--- src/rtl/uart_pkg.sv ---
// Shared definitions for the UART receive path.
// State encoding, parity modes and default oversampling ratio.
package uart_pkg;

    typedef enum logic [2:0] {
        ST_IDLE,
        ST_START,
        ST_DATA,
        ST_PAR,
        ST_STOP
    } rx_state_e;

    localparam int PAR_NONE = 0;
    localparam int PAR_EVEN = 1;
    localparam int PAR_ODD  = 2;

    localparam int OS_DEFAULT = 16;

endpackage

--- src/rtl/uart_rx_sync.sv ---
// Two-flop synchronizer for an asynchronous single-bit input.
// Both stages reset to RST_VAL so an idle-high line stays idle.
module uart_rx_sync #(
    parameter logic RST_VAL = 1'b1
) (
    input  logic clk,
    input  logic reset,
    input  logic d,
    output logic q
);

    logic meta;

    always_ff @(posedge clk or negedge reset) begin
        if (!reset) begin
            meta <= RST_VAL;
            q    <= RST_VAL;
        end else begin
            meta <= d;
            q    <= meta;
        end
    end

endmodule

--- src/rtl/uart_rx_deframer.sv ---
// UART receive deframer: 16x oversampled start/data/parity/stop
// with a one-entry output register and error reporting.
module uart_rx_deframer
    import uart_pkg::*;
#(
    parameter int DBIT    = 16,
    parameter int SB_TICK = 16,
    parameter int PARITY  = PAR_NONE,
    parameter int OS      = OS_DEFAULT
) (
    input  logic            clk,
    input  logic            reset,
    input  logic            s_tick,
    input  logic            rx,
    input  logic            rd_ack,
    output logic [DBIT-1:0] dout,
    output logic            rx_valid,
    output logic            rx_done_tick,
    output logic            frame_err,
    output logic            parity_err,
    output logic            overrun
);

    localparam int SW = $clog2(OS * 2);
    localparam int NW = (DBIT > 1) ? $clog2(DBIT) : 1;

    localparam logic [SW-1:0] S_HALF = SW'(OS / 2 - 1);
    localparam logic [SW-1:0] S_BIT  = SW'(OS - 1);
    localparam logic [SW-1:0] S_STOP = SW'(SB_TICK - 1);
    localparam logic [NW-1:0] N_LAST = NW'(DBIT - 1);

    rx_state_e       state, state_n;
    logic [SW-1:0]   s, s_n;
    logic [NW-1:0]   n, n_n;
    logic [DBIT-1:0] shreg, shreg_n;
    logic            perr_q, perr_n;
    logic            rx_s;
    logic            done;
    logic            ferr;

    uart_rx_sync #(.RST_VAL(1'b1)) u_sync (
        .clk   (clk),
        .reset (reset),
        .d     (rx),
        .q     (rx_s)
    );

    always_ff @(posedge clk or negedge reset) begin
        if (!reset) begin
            state  <= ST_IDLE;
            s      <= '0;
            n      <= '0;
            shreg  <= '0;
            perr_q <= 1'b0;
        end else begin
            state  <= state_n;
            s      <= s_n;
            n      <= n_n;
            shreg  <= shreg_n;
            perr_q <= perr_n;
        end
    end

    always_comb begin
        state_n = state;
        s_n     = s;
        n_n     = n;
        shreg_n = shreg;
        perr_n  = perr_q;
        done    = 1'b0;
        ferr    = 1'b0;
        unique case (state)
            ST_IDLE: begin
                if (!rx_s) begin
                    state_n = ST_START;
                    s_n     = '0;
                    perr_n  = 1'b0;
                end
            end
            ST_START: begin
                if (s_tick) begin
                    if (s == S_HALF) begin
                        // A start bit that is high again at its middle is noise.
                        state_n = rx_s ? ST_IDLE : ST_DATA;
                        s_n     = '0;
                        n_n     = '0;
                    end else begin
                        s_n = s + 1'b1;
                    end
                end
            end
            ST_DATA: begin
                if (s_tick) begin
                    if (s == S_BIT) begin
                        shreg_n = {rx_s, shreg[DBIT-1:1]};
                        s_n     = '0;
                        if (n == N_LAST) begin
                            state_n = (PARITY != PAR_NONE) ? ST_PAR : ST_STOP;
                        end else begin
                            n_n = n + 1'b1;
                        end
                    end else begin
                        s_n = s + 1'b1;
                    end
                end
            end
            ST_PAR: begin
                if (s_tick) begin
                    if (s == S_BIT) begin
                        if (PARITY == PAR_ODD) begin
                            perr_n = ~((^shreg) ^ rx_s);
                        end else begin
                            perr_n = (^shreg) ^ rx_s;
                        end
                        state_n = ST_STOP;
                        s_n     = '0;
                    end else begin
                        s_n = s + 1'b1;
                    end
                end
            end
            ST_STOP: begin
                if (s_tick) begin
                    if (s == S_STOP) begin
                        ferr    = ~rx_s;
                        done    = 1'b1;
                        state_n = ST_IDLE;
                    end else begin
                        s_n = s + 1'b1;
                    end
                end
            end
            default: state_n = ST_IDLE;
        endcase
    end

    always_ff @(posedge clk or negedge reset) begin
        if (!reset) begin
            dout         <= '0;
            rx_valid     <= 1'b0;
            rx_done_tick <= 1'b0;
            frame_err    <= 1'b0;
            parity_err   <= 1'b0;
            overrun      <= 1'b0;
        end else begin
            rx_done_tick <= done;
            if (done) begin
                // A held, unread word wins; the new one is dropped.
                if (!rx_valid || rd_ack) begin
                    dout       <= shreg;
                    frame_err  <= ferr;
                    parity_err <= perr_q;
                    rx_valid   <= 1'b1;
                end else begin
                    overrun <= 1'b1;
                end
            end else if (rd_ack && rx_valid) begin
                rx_valid <= 1'b0;
                overrun  <= 1'b0;
            end
        end
    end

endmodule

--- config.mk ---
export PLATFORM = sky130hd
export DESIGN_NAME = uart_rx_deframer
export DESIGN_NICKNAME = d
export VERILOG_FILES = /design/src/rtl/uart_pkg.sv /design/src/rtl/uart_rx_sync.sv /design/src/rtl/uart_rx_deframer.sv
export SDC_FILE = /design/constraint.sdc
export NUM_CORES = 1
export LEC_CHECK = 0
export CELL_PAD_IN_SITES_DETAIL_PLACEMENT = 1
export CELL_PAD_IN_SITES_GLOBAL_PLACEMENT = 1
export CORE_MARGIN = 2
export CORE_UTILIZATION = 45
export DETAILED_ROUTE_END_ITERATION = 10
export PLACE_DENSITY = 0.83
export SLEW_MARGIN = 20
export SYNTH_ARGS = -nofsm -noshare
export SYNTH_HDL_FRONTEND = slang
export SYNTH_HIERARCHICAL = 1
export SYNTH_SLANG_ARGS = --single-unit
--- constraint.sdc ---
create_clock -name clk -period 2.5 [get_ports clk]
set_input_delay 0.25 -clock clk [delete_from_list [all_inputs] [get_ports clk]]
set_output_delay 0.25 -clock clk [all_outputs]
set_load 0.005 [all_outputs]
# Word-level counts from Yosys, hierarchy flattened
# Cells that the tools add are included.
[totals] regBits=52 inputBits=5 out_inout_bits=21 word_cells=98
[classes] n_addsub=2 eq_ne=22 n_mux=41 bitwise=2 n_reduce_logical=18
[ops] op="$mux 5" n=7
[ops] op="$mux 3" n=10
[ops] op="$ne 2x2->1 const B" n=13
[ops] op="$mux 4" n=5
[ops] op="$pmux 5 s4" n=1
[ops] op="$reduce_xor 16->1" n=1
[ops] op="$pmux 3 s5" n=1
[ops] op="$mux 1" n=14
[ops] op="$reduce_and 6->1" n=2
[ops] op="$reduce_and 10->1" n=1
[ops] op="$pmux 4 s2" n=1
[ops] op="$eq 3x2->1 const B" n=2
[ops] op="$reduce_and 2->1" n=3
[ops] op="$reduce_bool 2->1" n=3
[ops] op="$add 5x1->5 const B" n=1
[ops] op="$eq 5x3->1 const B" n=1
[ops] op="$eq 5x4->1 const B" n=1
[ops] op="$add 4x1->4 const B" n=1
[ops] op="$eq 4x4->1 const B" n=1
[ops] op="$ne 2x1->1 const B" n=2
[ops] op="$reduce_and 4->1" n=1
[ops] op="$reduce_bool 4->1" n=1
[ops] op="$eq 3x1->1 const B" n=1
[ops] op="$eq 3x3->1 const B" n=1
[ops] op="other kinds (10)" n=10

# Longest topological paths before layout
# Gate-level depths: netlist of the first run.
[depth] ltp_word=6 mapped_depth=9 ltp_nobuf=8

# By module
# The synthesis of the first run kept the hierarchy.
[modules_own_cells] mod="uart_rx_deframer" instances=1 cells_each=198 area_each_um2=2399.8 seq_area_each_um2=1251.2
[modules_own_cells] mod="uart_rx_sync" instances=1 cells_each=2 area_each_um2=52.6 seq_area_each_um2=52.6

# Worst setup path before layout of the first run
# OpenSTA, ideal clock, no wires.
[synth_path] kind="reg2reg" startpoint="reg s[0]" endpoint="reg dout[0]" setup_time_ps=125 t_arrival_ps=2042 required_time_ps=2375 path_slack_ps=333 path_stages_with_launch=10 n_path_buf=2 synth_period_minus_slack_ps=2167 cell_sequence="dfrtp_1 -> ha_1 -> and3_1 -> ha_1 -> nand2_1 -> nor2_1 -> o21a_1 -> buf_2 -> buf_2 -> mux2_2"
[synth_via] elab_chain_cells=5
[synth_rtl] item="from (decl)" line_no="uart_rx_deframer.sv:33" text="logic [SW-1:0] s, s_n;"
[synth_rtl] item="from (signal assigned)" line_no="uart_rx_deframer.sv:57" text="s <= s_n;"
[synth_rtl] item="$eq 5x4->1" line_no="uart_rx_deframer.sv:124" text="if (s == S_STOP) begin"
[synth_rtl] item="$mux 1" line_no="uart_rx_deframer.sv:124"
[synth_rtl] item="$mux 1" line_no="uart_rx_deframer.sv:123" text="if (s_tick) begin"
[synth_rtl] item="$mux 1" line_no="uart_rx_deframer.sv:72" text="unique case (state)"
[synth_rtl] item="net done" line_no="uart_rx_deframer.sv:38" text="logic done;"
[synth_rtl] item="$reduce_and 2->1 (no line)"
[synth_rtl] item="to (signal assigned)" line_no="uart_rx_deframer.sv:150" text="dout <= shreg;"
[synth_rtl] item="to (decl)" line_no="uart_rx_deframer.sv:16" text="output logic [DBIT-1:0] dout,"
# The timed path passes the listed nets, and every way through them passes these cells.
# A chain may end at the register's enable or synchronous reset.

# Worst setup path in the final report of the first run
[layout_path] startpoint="reg s[0]" endpoint="reg state[2]"
[layout_via] elab_chain_cells=3 elab_cells_between_ends=7 classes_between="eq/ne (6); reduce/logical (1)"
[layout_rtl] item="$eq 5x4->1 or $eq 5x3->1 (tied branches)"
[layout_rtl] item="$ne 2x2->1 (no line)"
[layout_rtl] item="$reduce_and 10->1 (no line) (*)"
[layout_rtl] item="to (signal assigned)" line_no="uart_rx_deframer.sv:56" text="state <= state_n;"
[layout_rtl] item="to (decl)" line_no="uart_rx_deframer.sv:32" text="rx_state_e state, state_n;"
# Mark *: on every way between the ends. The rest lies on a longest branch, timed or not.

==> out/results.ini, run 1 <==
[logic_synthesis]
avgSynthCellArea_um2=12.3
ys.flop_type=dfrtp_1
ys_warn_count=6
synth_top_cell_by_area=dfrtp_1
synth_top_area_share=0.510
yosysSeqAreaShare=0.532
ys_types=44
syn_area_mm2=0.00245
synthXorXnorAreaFrac=0.0592
syn_inst=200
synth-async-reset-ratio=1.00
synth_area_leaders=dfrtp_1 (51%), mux2_2 (17%), xnor2_1 (4.6%), ha_1 (2.6%), dfstp_2 (2.1%)
syn_nets=210
synth_mux_area_frac=0.169
synth_seq_cells=52
synth-adder-area-share=0.0255
synth_compound_area_frac=0.0929
synth_top_family_by_area=multiplexers
synth-edff-count=0
synth-simple-area-share=0.0934

[placed_design]
hpwl_um=3490
io_buffers=25
gp_congestion=0.793

[timing]
finalHoldViolCount=0
max_freq_mhz=431
relSlewSlack=0.568
setup_violations=0
drv_slew=0
rsz0062_at_grt=no
tightestPinTransition_ps=647
hold-worst-slack_ps=31.2
post-route-period-util=0.928
finalSetupTns_ps=0
skew_ps=8.49
period_minus_slack_ps=2320

[drt]
routed_wl_um=5020
first_iter_violations=66
dr_total_vias=1664
drtPass1Iterations=4
vias_per_cell=5.53
routedWlPerCell_um=16.7
antenna_left=0
drc_errors=0

[clock_tree]
clock-root-buffer=clkbuf_8
cts_hold_buf=0
cts_sinks=52
cts_made_buffers=5
cts.clk_slew.worst_paths_ps=90
htree_levels=2
cts_tree=yes
clockBufferDepth=2
clock_latency_ps=320

[layout]
nFillCells=522
area_growth_pct=18.5
final_nets=240
layout.area.seq_mm2=0.00130
antenna_cells=0
multiInputGateArea_mm2=0.00109
drive_gt1_frac=0.251

[worst_setup_path]
crit_arrival_ps=2520
start_kind=flop
cp-end-kind=flop
r2r_cells=8
critPathRequiredTime_ps=2700
critPathMaxFanout=4
crit_type=reg2reg

[die]
coreArea_mm2=0.00517
die_h_um=77.8
rows=26
ios=26
die_w_um=77.8
start_util=0.474
fp.dieArea_mm2=0.00606

[global_route]
grt_max_degree=53
grt_overflow=0
grt_use_total=0.180
grt_pass1_vias=1729
grt_pass1_wl_um=8480
antenna_found_initial=0

[outcome]
outcome=completed

[pwr]
power_density_mw_per_mm2=746
irDropWorstVdd_mv=0.395
cellLeakagePower_nw=1.32

[hold_path]
hp-class=in2async

[run]
cap_violations=0

## state kept, by name, summed over array words and instances, names as in the netlist, 3 cells and up
signal / cells
dout: 16
shreg: 16
s: 5
n: 4
state: 3
## path summary, 6_finish.rpt
check / startpoint / slack [ps] / to
max in group asynchronous: reset / 2030 / state[1]
setup reg to reg: s[0] / 180 / state[2]
hold reg to reg: u_sync/meta / 360 / u_sync/q
min in group clk: rx / 330 / u_sync/meta
setup / recovery: s[0] / 180 / state[2]
hold / removal: reset / 30 / n[0]
## repair_timing
item | in CTS | in global routing
setup endpoints to repair | 0 | 4
setup buffers | 0 | 0
gates resized for setup | 0 | 3
## per-layer routing
layer,global-route usage,share of wire
met3,0.0430,0.028
met2,0.305,0.51
met1,0.223,0.45
met4,0.0643,0.014
met5,0,0
## cells in the mapped netlist (3+ instances only)
master	n
mux2_2	36
a21oi_1	6
xnor2_1	13
nand2_1	10
ha_1	5
dfrtp_1	50
nand3_1	5
buf_2	4
o21ai_0	9
inv_1	7
nor2b_1	4
nor3_1	6
clkbuf_1	3
nor2_1	7
## cell type report
class	instances	share of cell area
clock buffer	5	0.0237
tap	70	0.0301
multi-input combinational	133	0.377
timing repair buffer	31	0.104
inverter	7	0.00904
clock inverter	3	0.00732
sequential	52	0.449
## stage by stage
step                instance area [µm²]  cells   util  power, mW  setup WS [ps]
finish                             2910    301  0.562       2.17            179
global route                       2910    301  0.562       2.31           23.4
CTS                                2890    301  0.559       2.15            132
detailed placement                 2800    293  0.541       1.65            143
global placement                   2800    293  0.541       1.62            305
floorplan                          2450    200      -       1.49            333
## cells in the final DEF, fill, tap and decap left out, types with 2 or more instances in the layout
cell and instances:
inv_1 7, nand2b_1 2, clkbuf_8 5, xnor2_1 13, o21a_1 2, mux2_2 36
o21ai_1 3, clkdlybuf4s50_1 24, a21oi_1 6, nor2_1 7, nor3_1 6, nand3_1 5
dfstp_2 2, nand2_1 10, dfrtp_1 50, ha_1 5, o22ai_1 2, buf_4 5
o21ai_0 8, nor2b_1 4
## worst max-delay path, cell delays in order (launching register included)
cell and delay, ps:
dfrtp_1 420, ha_1 240, and3_1 230, ha_1 240, and2_1 200, o21ai_1 140, o311ai_0 170, o311ai_2 170
mux2_2 400
## power breakdown
| group | switching, mW | leakage (nW) | internal, mW |
|---|---|---|---|
| registers | 0.128 | 0.703 | 0.920 |
| logic | 0.344 | 0.570 | 0.282 |
| clock network | 0.294 | 0.0445 | 0.199 |
## logic make-up (layout without fill, tap and decap cells)
kind of cell,Yosys count,count (layout)
buffers and inverters,15,46
AOI/OAI and AO/OA,32,32
DFF,52,52
and+or+nand+nor,44,44
xor gates and xnor gates,15,15
adders and majority gates,5,5
muxes,37,37
No activity file was read; power rests on OpenSTA's default activity.
==> inputs of run 2 (changes only) <==
--- a/config.mk
+++ b/config.mk
@@ -14,5 +14,4 @@
 export SLEW_MARGIN = 20
 export SYNTH_ARGS = -nofsm -noshare
 export SYNTH_HDL_FRONTEND = slang
-export SYNTH_HIERARCHICAL = 1
 export SYNTH_SLANG_ARGS = --single-unit
==> out/results.ini, run 2 <==
[die]
coreArea_mm2=0.00520  ; was 0.00517 mm²
rows=26  ; unchanged
fp.dieArea_mm2=0.00608  ; was 0.00606 mm²
start_util=0.473  ; was 0.474
ios=26  ; unchanged
die_h_um=78.0  ; was 77.8 µm
die_w_um=78.0  ; was 77.8 µm

[timing]
skew_ps=5.02  ; was 8.49 ps
finalSetupTns_ps=0  ; unchanged
setup_violations=0  ; unchanged
max_freq_mhz=430  ; was 431 MHz
finalHoldViolCount=0  ; unchanged
tightestPinTransition_ps=646  ; was 647 ps
rsz0062_at_grt=yes  ; was no
post-route-period-util=0.930  ; was 0.928
period_minus_slack_ps=2320  ; about the same
drv_slew=0  ; unchanged
relSlewSlack=0.569  ; was 0.568

[pwr]
seqPwrFrac=0.506  ; was 0.484
p_int_mw=1.31  ; was 1.40 mW
clockPowerShare=0.245  ; was 0.228
switchingPower_mw=0.668  ; was 0.766 mW
switching_share=0.338  ; was 0.353
cellLeakagePower_nw=1.35  ; was 1.32 nW
p_comb_frac=0.249  ; was 0.289
power_density_mw_per_mm2=687  ; was 746 mW/mm²
irDropWorstVdd_mv=0.461  ; was 0.395 mV

[clock_tree]
clock-root-buffer=clkbuf_8  ; unchanged
cts_setup_buffers=0  ; unchanged
cts_tree=yes  ; unchanged
htree_levels=2  ; unchanged
clockBufferDepth=2  ; unchanged
cts_made_buffers=5  ; unchanged
cts_sinks=52  ; unchanged
cts.clk_slew.worst_paths_ps=90  ; about the same
clock_latency_ps=300  ; was 320 ps

[hold_path]
hp-class=in2async  ; unchanged

[placed_design]
dp_cells=295  ; was 293
dpl_cell_area_mm2=0.00278  ; was 0.00280 mm²
gp_congestion=0.769  ; was 0.793
hpwl_um=3490  ; about the same
io_buffers=25  ; unchanged

[layout]
fin_util=0.553  ; was 0.562
layout_common_cells=dfrtp_1 (50), mux2_1 (31), clkdlybuf4s50_1 (24)  ; was dfrtp_1 (50), mux2_2 (36), clkdlybuf4s50_1 (24)
final_nets=242  ; was 240
area_growth_pct=16.9  ; was 18.5%
nFillCells=551  ; was 522
final_cell_area_mm2=0.00288  ; was 0.00291 mm²
drive_gt1_frac=0.116  ; was 0.251
final_common_cell=dfrtp_1  ; unchanged
reg_top3=dout: 16 flops, shreg: 16 flops, s: 5 flops  ; unchanged
final_cell_count_no_fill=303  ; was 301
multiInputGateArea_mm2=0.00109  ; about the same
antenna_cells=0  ; unchanged
layout.area.seq_mm2=0.00130  ; unchanged

[logic_synthesis]
avgSynthCellArea_um2=12.2  ; was 12.3 µm²
ys.flop_type=dfrtp_1  ; unchanged
synth_area_leaders=dfrtp_1 (51%), mux2_1 (14%), xnor2_1 (4.6%), ha_1 (2.5%), dfstp_2 (2.1%)  ; was dfrtp_1 (51%), mux2_2 (17%), xnor2_1 (4.6%), ha_1 (2.6%), dfstp_2 (2.1%)
synth_commonest_cells=dfrtp_1 (50), mux2_1 (31), nand2_1 (14), xnor2_1 (13), o21ai_1 (10)  ; was dfrtp_1 (50), mux2_2 (36), xnor2_1 (13), nand2_1 (10), o21ai_0 (9)
synth-async-reset-ratio=1.00  ; unchanged
synth_top_cell_by_area=dfrtp_1  ; unchanged
synth-edff-count=0  ; unchanged
synth_seq_cells=52  ; unchanged
ys_types=41  ; was 44
ys_warn_count=0  ; was 6
synth.most_common_cell=dfrtp_1  ; unchanged
syn_inst=202  ; was 200
syn_nets=212  ; was 210
synth_top_area_share=0.508  ; was 0.510
syn_area_mm2=0.00246  ; was 0.00245 mm²
yosysSeqAreaShare=0.530  ; was 0.532

[drt]
routedWlPerCell_um=16.0  ; was 16.7 µm
vias_per_cell=5.39  ; was 5.53
routed_wl_um=4860  ; was 5020 µm
first_iter_violations=51  ; was 66
drtPass1Iterations=4  ; unchanged
drc_errors=0  ; unchanged
dr_total_vias=1634  ; was 1664
antenna_left=0  ; unchanged

[run]
cap_violations=0  ; unchanged

[worst_setup_path]
r2r_start=s[0]  ; unchanged
critPathLaunch=s[0]  ; unchanged
start_kind=flop  ; unchanged
crit_arrival_ps=2510  ; was 2520 ps
cp-end-kind=flop  ; unchanged
critPathMaxFanout=8  ; was 4
critPathRequiredTime_ps=2690  ; was 2700 ps
crit_type=reg2reg  ; unchanged

[outcome]
outcome=completed  ; unchanged

[global_route]
antenna_found_initial=0  ; unchanged
grt_use_total=0.184  ; was 0.180
grt_max_degree=53  ; unchanged
grt_pass1_vias=1769  ; was 1729
grt_overflow=0  ; unchanged
grt_pass1_wl_um=8910  ; was 8480 µm

## run 2: cell count changes after synthesis, moves of 2 or more
cell / delta
a21oi_1: +2
clkbuf_1: -3
mux2_1: +31
mux2_2: -33
nand2_1: +4
nand2b_1: +2
nand3_1: -2
nand4_1: +2
nor3_1: -2
o21a_1: -2
o21ai_0: -4
o21ai_1: +8
o31ai_1: +2
## run 2: critical path, cell delays in order (launching register included)
cell and delay (ps):
dfrtp_1 400, ha_1 200, nand2_1 100, nor2_1 220
ha_2 310, nor2b_1 70, o21ai_0 160, a21oi_1 100
nor4_2 300, mux2_1 360
## run 2: final timing paths
path                               end  slack, ps  depth (start not counted)
setup / recovery              state[1]        180                          9
hold / removal                    s[2]         40                          2
setup reg to reg              state[1]        180                          9
hold reg to reg               u_sync.q        360                          0
max in group asynchronous      dout[2]       2010                          2
min in group clk           u_sync.meta        360                          1
## run 2: metrics by stage
stage | power (mW) | hold WS [ps] | setup slack, ps
after floorplan | 1.37 | -45.6 | 460
after global placement | 1.48 | 351 | 265
after detailed placement | 1.51 | 349 | 139
after CTS | 2.00 | 72.6 | 107
after global routing | 2.10 | 108 | -21.9
final | 1.98 | 45.0 | 175
## run 2: logic make-up (layout without fill, tap and decap cells)
| family | count (synthesis) | in the layout | synth area share |
|---|---|---|---|
| AO/OA/AOI/OAI | 35 | 35 | 0.0915 |
| flip-flops | 52 | 52 | 0.530 |
| XOR/XNOR | 16 | 16 | 0.0625 |
| adder cells (fa/ha/maj) | 5 | 5 | 0.0254 |
| buffers and inverters | 14 | 45 | 0.0305 |
| multiplexers | 34 | 34 | 0.156 |
| AND/OR/NAND/NOR | 46 | 46 | 0.105 |
## run 2: power groups by stage
stage / combinational, mW / clock, mW / sequential [mW]
after detailed placement: 0.495 / 0 / 1.01
final: 0.492 / 0.485 / 1.00
after global routing: 0.550 / 0.539 / 1.02
after CTS: 0.496 / 0.508 / 1.00
after global placement: 0.472 / 0 / 1.01
after floorplan: 0.422 / 0 / 0.946
## run 2: final cells by class
cell class	instances	area share
clock buffer	5	0.0239
clock inverter	3	0.00783
inverter	8	0.0104
multi-input combinational	136	0.379
sequential	52	0.453
tap	70	0.0304
timing repair buffer	29	0.0957
## run 2: layer usage
metal  share of wire  GRT usage  vias up
li1                -          -      773
met1            0.49      0.262      835
met2            0.47      0.285       22
met3           0.021     0.0326        4
met4           0.013     0.0614        0
met5               0          0        -
## run 2: repair_timing
action / in CTS / in global routing
endpoints found under the setup margin: 0 / 18
resized for setup: 0 / 2
hold buffers: 0 / 0
hold endpoints to repair: 0 / 0
==> edit, RTL diff (flow settings as in run 2) <==
The 5 states of `rx_state_e` get a one-hot encoding in 5 bits.
--- a/src/rtl/uart_pkg.sv
+++ b/src/rtl/uart_pkg.sv
@@ -4,8 +4,8 @@
 
-    typedef enum logic [2:0] {
-        ST_IDLE,
-        ST_START,
-        ST_DATA,
-        ST_PAR,
-        ST_STOP
+    typedef enum logic [4:0] {
+        ST_IDLE  = 5'b00001,
+        ST_START = 5'b00010,
+        ST_DATA  = 5'b00100,
+        ST_PAR   = 5'b01000,
+        ST_STOP  = 5'b10000
     } rx_state_e;
Formal check against the unedited RTL: same outputs for any inputs over 10 cycles, from zero or initial values and one cycle with reset low; not proved beyond that.
==> edit against run 2 <==
Worst hold slack better by 0.32 ns; routed wire length increased by 4.5%; worst setup slack got worse by 0.045 ns; sequential cell count down 1; via count shrank 3.6%; power increased by 3.9%; area after synthesis shrank 4.1%; final area is 1.0% lower; critical path depth decreased by 2; utilization increased by 0.83 points; highest routed layer unchanged.
==> edit: results (changes against run 2) <==
Placement
  – Placed cells: 283 (was 295)
  – DP Area: 2710 sq um (was 2780 sq um)
  – Final GP Congestion: 0.739 (was 0.769)
  – Pre-CTS WS: 0.0850 ns (was 0.139 ns)
  – Post-DP HPWL: 3710 microns (was 3490 microns)

Cells and area
  – Fill cells: 548 (was 551)
  – Final nets: 234 (was 242)
  – Share of cells above drive strength 1: 31.6% (was 11.6%)

CTS
  – # hold bufs at CTS: 1 (was 0)

Routing
  – DR iter-0 viols: 87 (was 51)
  – M1 wire length: 2160 microns (was 2390 microns)
  – Drt wl/cell: 17.2 microns (was 16.0 microns)
  – WL met3: 122 microns (was 100 microns)
  – Routed wl met2: 2720 microns (was 2310 microns)
  – Post-DR vias/cell: 5.34 (was 5.39)

Critical path
  – R2r setup slk: 0.13 ns (was 0.18 ns)
  – Crit Path Max Fanout: 5 (was 8)
  – Worst path slowest cell: or4b_1 (was dfrtp_1)
  – Critical path destination: s[2]$_DFFE_PN0P_ (was state[1]$_DFFE_PN0P_)
  – Reg2Reg Depth: 7 (was 9)

Global routing
  – Overall Global Routing Usage: 18.7% (was 18.4%)
  – First-pass GRT wire length: 8760 microns (was 8910 microns)
  – Vias in the first global route: 1727 (was 1769)

Timing
  – Slew HR: 56.9% (about the same)
  – Final Skew: 0.0101 ns (was 0.00502 ns)

Power
  – LEAKAGE: 1.33 nW (was 1.35 nW)
  – Peak VDD IR: 0.000551 V (was 0.000461 V)

Synthesis
  – Top cells by area, synth: dfrtp_1 (51%), mux2_2 (15%), dfstp_2 (3.3%) (was dfrtp_1 (51%), mux2_1 (14%), xnor2_1 (4.6%))
  – Synth Net Count: 195 (was 212)
  – List of most frequent post-synthesis cells: dfrtp_1 (48), mux2_2 (32), nand2_1 (11), o21ai_0 (9), inv_1 (8) (was dfrtp_1 (50), mux2_1 (31), nand2_1 (14), xnor2_1 (13), o21ai_1 (10))
  – Sequential area share after synthesis: 54.2% (was 53.0%)
  – Synth cell types: 45 (was 41)

Outcome
  – Status: finished, final reports clean (unchanged)

Hold path
  – Hold WC Path Type: input pin to register (was input pin to asynchronous set/reset pin)
==> edit: changes by cell type in the layout (fill, tap and decap cells not counted), moves of 4 or more <==
cell	delta
xnor2_1	-13
buf_4	+11
mux2_1	-31
mux2_2	+29
nand3_1	+4
o21ai_0	+4
o21ai_1	-10
==> edit: where the power goes <==
part / switching [mW] / internal [mW]
clock network: 0.276 / 0.226
logic: 0.254 / 0.293
registers: 0.122 / 0.882
total: 0.652 / 1.40
==> edit: how the worst min path moves through the flow <==
stage,from,to,slack (ns),depth (start not counted)
floorplan,reset,dout[0]$_DFFE_PN0P_,-0.05,0
global placement,reset,s[3]$_DFFE_PN0P_,0.32,1
detailed placement,reset,s[0]$_DFFE_PN0P_,0.32,1
CTS,rx,u_sync.meta$_DFF_PN1_,0.36,1
global route,rx,u_sync.meta$_DFF_PN1_,0.35,1
finish,rx,u_sync.meta$_DFF_PN1_,0.36,1
==> edit: logic make-up after synthesis <==
| kind of cell | after synthesis | share of synthesized area, % |
|---|---|---|
| mux | 38 | 18.4 |
| xor+xnor | 1 | 0.371 |
| simple gates | 46 | 12.7 |
| flops | 51 | 54.2 |
| fa+ha+maj | 5 | 2.65 |
| compound gates | 27 | 7.37 |
| other cells | 1 | 0.159 |
| buf+inv | 16 | 4.13 |
==> edit: area by class of cell <==
class	count	area [sq um]	share of cell area, %
Sequential cell	51	1280	44.9
Multi-Input combinational cell	118	993	34.9
Timing Repair Buffer	40	358	12.6
Tap cell	70	87.6	3.08
Clock buffer	6	82.6	2.90
Inverter	8	30.0	1.05
Clock inverter	2	16.3	0.571
==> edit: metal layers <==
layer	GRT usage (%)	vias up
met4	5.45	0
li1	-	736
met5	0	-
met1	23.2	809
met3	3.32	6
met2	33.5	24
